File: config.mk
export PLATFORM = sky130hd
export DESIGN_NAME = xor_bank_seq
export DESIGN_NICKNAME = d
export VERILOG_FILES = /design/src/rtl/xor_bank_seq.sv
export SDC_FILE = /design/constraint.sdc
export NUM_CORES = 1
export LEC_CHECK = 0
export BUFFER_PORTS_ARGS = -buffer_cell sky130_fd_sc_hd__buf_4
export CORE_AREA = 4 4 41 43
export CTS_BUF_LIST = sky130_fd_sc_hd__clkbuf_4
export CTS_CLUSTER_SIZE = 28
export DETAILED_ROUTE_END_ITERATION = 16
export DIE_AREA = 0 0 45 47
export SLEW_MARGIN = 15
export SYNTH_ARGS = -nofsm -noshare
export SYNTH_HDL_FRONTEND = slang
export SYNTH_SLANG_ARGS = --single-unit
File: constraint.sdc
create_clock -name clk -period 1.04 [get_ports clk]
set_input_delay 0.208 -clock clk [delete_from_list [all_inputs] [get_ports clk]]
set_output_delay 0.208 -clock clk [all_outputs]
set_load 0.02 [all_outputs]
File: src/rtl/xor_bank_seq.sv
// WIDTH-channel clocked XOR bank. Each beat computes either A^B or ACC^B,
// where ACC holds the previous result. The result then runs through a STAGES-deep valid pipeline.
module xor_bank_seq #(
    parameter int               WIDTH  = 4,
    parameter int               STAGES = 1,
    parameter logic [WIDTH-1:0] INIT   = {WIDTH{1'b0}}
) (
    input  logic             clk,
    input  logic             rst_n,
    input  logic             sclr_i,
    input  logic             en_i,
    input  logic             mode_i,
    input  logic [WIDTH-1:0] a_i,
    input  logic [WIDTH-1:0] b_i,
    output logic [WIDTH-1:0] y_o,
    output logic             vld_o,
    output logic             p_o
);

    function automatic logic parity_even(input logic [WIDTH-1:0] v);
        return ^v;
    endfunction

    logic [WIDTH-1:0]  acc_q;
    logic [WIDTH-1:0]  acc_d;
    logic [WIDTH-1:0]  result_d;
    logic              accept_d;
    logic [WIDTH-1:0]  stg_data_q [STAGES];
    logic [WIDTH-1:0]  stg_data_d [STAGES];
    logic [STAGES-1:0] stg_vld_q;
    logic [STAGES-1:0] stg_vld_d;

    // Stage-0 operand select. In toggle mode A is never looked at, so an X on A cannot leak.
    always_comb begin
        accept_d = en_i & ~sclr_i;
        if (mode_i) begin
            result_d = acc_q ^ b_i;
        end else begin
            result_d = a_i ^ b_i;
        end
    end

    // Accumulator next state: clear has priority, and the accumulator loads only on accepted beats.
    always_comb begin
        acc_d = acc_q;
        if (sclr_i) begin
            acc_d = INIT;
        end else if (accept_d) begin
            acc_d = result_d;
        end else begin
            acc_d = acc_q;
        end
    end

    // Pipeline next state. A stage captures data only when its incoming valid is set.
    // This also gives the hold-last-value behaviour of the final stage (Y).
    always_comb begin
        for (int i = 0; i < STAGES; i++) begin
            stg_data_d[i] = stg_data_q[i];
        end
        stg_vld_d = {STAGES{1'b0}};
        if (sclr_i) begin
            for (int i = 0; i < STAGES; i++) begin
                stg_data_d[i] = INIT;
            end
            stg_vld_d = {STAGES{1'b0}};
        end else begin
            stg_vld_d[0] = accept_d;
            if (accept_d) begin
                stg_data_d[0] = result_d;
            end else begin
                stg_data_d[0] = stg_data_q[0];
            end
            for (int i = 1; i < STAGES; i++) begin
                stg_vld_d[i] = stg_vld_q[i-1];
                if (stg_vld_q[i-1]) begin
                    stg_data_d[i] = stg_data_q[i-1];
                end else begin
                    stg_data_d[i] = stg_data_q[i];
                end
            end
        end
    end

    // State registers. An async reset drops all in-flight beats immediately.
    always_ff @(posedge clk or negedge rst_n) begin
        if (!rst_n) begin
            acc_q     <= INIT;
            stg_vld_q <= {STAGES{1'b0}};
            for (int i = 0; i < STAGES; i++) begin
                stg_data_q[i] <= INIT;
            end
        end else begin
            acc_q     <= acc_d;
            stg_vld_q <= stg_vld_d;
            for (int i = 0; i < STAGES; i++) begin
                stg_data_q[i] <= stg_data_d[i];
            end
        end
    end

    assign y_o   = stg_data_q[STAGES-1];
    assign vld_o = stg_vld_q[STAGES-1];
    assign p_o   = parity_even(stg_data_q[STAGES-1]);

endmodule
### Word-level counts from Yosys, hierarchy flattened

Cells that the tools add are included.

| word-level totals | value |
|---|---|
| output and inout port bits | 6 |
| bits in read-only memories | 0 |
| memories kept | 0 |
| bits of input ports | 13 |
| bits in registers | 5 |
| bits in writable memories | 0 |
| word-level logic and storage cells | 12 |
| bits in latches | 0 |

| operators by class | value |
|---|---|
| order comparisons | 0 |
| equality and inequality tests | 0 |
| $add $sub $neg | 0 |
| reduce and logical (&&, ||, !) cells | 2 |
| multipliers | 0 |
| divide/modulo/power cells | 0 |
| bitwise gates (word level) | 4 |
| shift operators | 0 |
| multiplexer cells | 4 |

Operators with widths:

| cell | count |
|---|---|
| 4-bit two-way mux | 3 |
| 4-bit XOR | 2 |
| 4-bit parity | 1 |
| 2-bit nonzero test | 1 |
| 1-bit bitwise AND | 1 |
| 1-bit two-way mux | 1 |
| 1-bit NOT | 1 |

### Depth between registers and ports, before layout

| logic depth | value |
|---|---|
| depth after elaboration | 4 |
| gate-level depth with buffers | 4 |
| gate-level depth less buffers | 3 |

### Worst setup path after synthesis

No wires, ideal clock.

| timing | value |
|---|---|
| path kind | register to output |
| start | register stg_data_q, in the netlist y_o[3] |
| end | output port p_o |
| path slack | -244 ps |
| stages on the path, launching flop included | 3 |
| data arrival time | 1076 ps |
| required time | 832 ps |
| path buffers | 0 |
| cell sequence | dfrtp_1 -> xor2_1 -> xnor2_1 |

| on the way | value |
|---|---|
| longest elaborated chain between the ends | 1 |

Ends and longest elaborated chain:

| element | RTL line | RTL |
|---|---|---|
| start: declaration | 28 | `logic [WIDTH-1:0] stg_data_q [STAGES];` |
| start signal: indexed assignment | 97 | `stg_data_q[i] <= stg_data_d[i];` |
| 4-bit parity | 21 | `return ^v;` |
| end: declaration | 17 | `output logic p_o` |

No other way between the ends.

### Worst setup path in the final report

| timing | value |
|---|---|
| start | register stg_data_q, in the netlist y_o[2] |
| end | output port p_o |

Same word-level chain as after synthesis.

==> metrics <==
Total GRT Usage between 10 and 15%; maximum ir drop on the vdd rail 420 uV; synthesis-stage register bit count 5; CTS root buffer clkbuf_4; met1 Use GR 12.7%; pwr dens 1160 nW/um2; Worst setup EP type output port; global route overflow 0; overall power consumption 0.000749 W; final setup skew 0 ns; min Tclk post-route 1.34 ns; synth unique cells 19; CP Buf/Inv Count 1; fmax around 750 MHz; Vias 376; crit path kind reg2out; outcome finished, violations left; sort of element at the start of the critical path flop; met3 track demand over resource in global routing 0%; area of the mapped netlist roughly 350 um2; MaxCap Viol Count 0; number of top-level design ports 19; synthesis-to-finish area growth 84.9%; Top FF cell, synth dfrtp_1; slew at the pin closest to its max-slew limit between 0.15 and 0.2 ns; Worst R2R Setup Slack approximately 0.010 ns; clock latency of the later-clocked register in the worst-skew pair 0.24 ns; Worst setup startpoint y_o[2]; Worst Reg-to-Reg Cells 4; Stages on worst setup path 3; kind of cell adding the most delay to the critical path flip-flops; number of placement rows 13; Avg WL per Cell ~11 um; end point of the critical path p_o; required time at the endpoint of the critical path 0.83 ns; maximum number of pins on one net before global-route repair 12; static leakage 0.291 nW; post-synthesis sequential area ratio 35.8%; proportion of synthesized flip-flops having asynchronous set or reset 100%; cell types with the highest counts after synthesis 5 x dfrtp_1, 5 x nand2_1, 4 x a31oi_1, 4 x xnor2_1, 3 x nor2b_1; share of the core filled with cells in the final layout 49.6%; RD Place Congestion between 0.7 and 0.8; clock slew at reported path FFs 0.04 ns; busiest grt layer met2; Hold Vio Cnt, Final 0; starting density of the core 26.8%; antenna diode instance count 0; clock buffers created by TritonCTS 3; DR DRC count 0; worst flop-to-flop path endpoint y_o[3]; GR met2 Demand/Resource between 10% and 20%; maximum fanout along the worst path 2; number of max-slew violations in the final report 0; Syn. warnings 0; final-layout worst hold slack 0.155 ns; failing checks setup timing; TritonCTS clock tree yes; fraction of final layout cells with drive strength greater than 1 a little under three fifths; worst min-delay path class in2reg; global-route wire length before repair 1440 um; Max stage delay cell, worst path dfrtp_2; post-synth net total 52; TritonCTS sink count 5; detailed-route wire length between 900 and 1000 um; number of antenna violations at the first check in global routing 0; unrepaired setup endpoints after global routing true; number of detailed-routing iterations run before antenna repair 3; top cells by area in the synthesized netlist dfrtp_1 36%, xnor2_1 10%, a31oi_1 7.2%; half-perimeter wire length after placement between 700 and 800 um; final setup margin -0.300 ns; post-synthesis cell type with the largest combined area dfrtp_1; slowest stage delay, CP 0.41 ns; layout net count 82; die outline area 2120 um2; cell count after synthesis 39; area fraction of the dominant cell type after synthesis 35.8%; maximum clock path buffer count 2; final number of setup-violating endpoints 5; die height approximately 47 um; mean number of vias per cell 4.53; number of flops mapped to enable cells by yosys 0; accumulated negative setup slack -0.643 ns; number of global-route vias before repair 372; number of I/O port buffers 18; worst-case headroom to the max-slew limit between 80 and 90%; die outline width 45 um; final worst-path cycle share 129%; mean instance size in the synthesized netlist around 9.0 um2; Filler Cells Inserted 127; signal arrival time at the worst endpoint 1.13 ns; cells along the critical path xor2_2 -> xnor2_2 -> buf_4; Reg2Reg Launch Point y_o[3]; Post-DRT Antenna Nets 0; violation count after the first detailed-routing iteration 7; area inside the core boundary roughly 1300 um2; H-tree Lvls 1
==> what timing repair did <==
action / 4_1_cts / 5_1_grt
endpoints found under the setup margin: 7 / 8
hold buffers: 1 / 0
gates resized for setup: 6 / 5
buffers inserted: 2 / 0
endpoints found under the hold margin: 5 / 0
pin swaps: 4 / 2
==> final cells by class <==
cell class	count	area [um2]	area share, %
multi-input combinational	32	239	37.0
timing repair buffer	26	224	34.7
sequential	5	130	20.2
clock buffer	4	30.0	4.65
tap	15	18.8	2.91
inverter	1	3.75	0.581
==> per-layer routing <==
layer | vias to the layer above | wire (um)
met3 | 4 | 46
met4 | 0 | 39
li1 | 197 | -
met5 | - | 0
met1 | 159 | 421
met2 | 16 | 405
==> power breakdown <==
group | total [W] | switching (W) | internal, W
registers | 0.000225 | 0.0000139 | 0.000212
logic | 0.000272 | 0.000116 | 0.000156
clock network | 0.000252 | 0.0000807 | 0.000171
==> sequential cells by signal, indices dropped and copies added, names as in the netlist <==
signal  count
y_o         4
vld_o       1
==> metrics by stage <==
stage | cell area [um2] | instances | setup WS (ns)
final | 646 | 83 | -0.300
after global routing | 646 | 83 | -0.342
after CTS | 638 | 84 | -0.308
after detailed placement | 564 | 78 | -0.0642
after global placement | 564 | 78 | -0.0575
after floorplan | 369 | 39 | -0.0809
==> cells in the final DEF, fill, tap and decap left out <==
cell type / instances
or4b_1: 1
and3b_1: 2
nor2b_1: 2
o31a_1: 1
nor2_1: 1
buf_4: 18
buf_6: 7
clkbuf_4: 4
dfrtp_1: 1
dlygate4sd3_1: 1
nor2b_4: 1
xnor2_1: 2
o21ai_1: 2
inv_2: 1
or3_1: 2
xor2_2: 1
dfrtp_2: 4
nand2_1: 5
o21ai_0: 1
nand3b_1: 1
nand4_1: 1
nand2b_1: 2
a31oi_1: 4
o2111ai_1: 1
xnor2_2: 2
==> how the worst min path moves through the flow <==
stage          endpoint   start  cells past startpoint  slack, ns
4_1_cts           vld_o  sclr_i                      2       0.15
3_3_place_gp      vld_o   rst_n                      1       0.01
5_1_grt           vld_o  sclr_i                      2       0.16
3_5_place_dp      vld_o   rst_n                      1       0.01
2_1_floorplan     vld_o   rst_n                      0      -0.09
6_report         y_o[0]  sclr_i                      2       0.15
==> logic make-up after synthesis <==
family / count (synthesis) / synth area share [%]
xor+xnor: 5 / 12.5
buf+inv: 2 / 4.30
simple gates: 18 / 30.8
flops: 5 / 35.8
compound gates: 9 / 16.5
No activity file was read; power rests on OpenSTA's default activity.
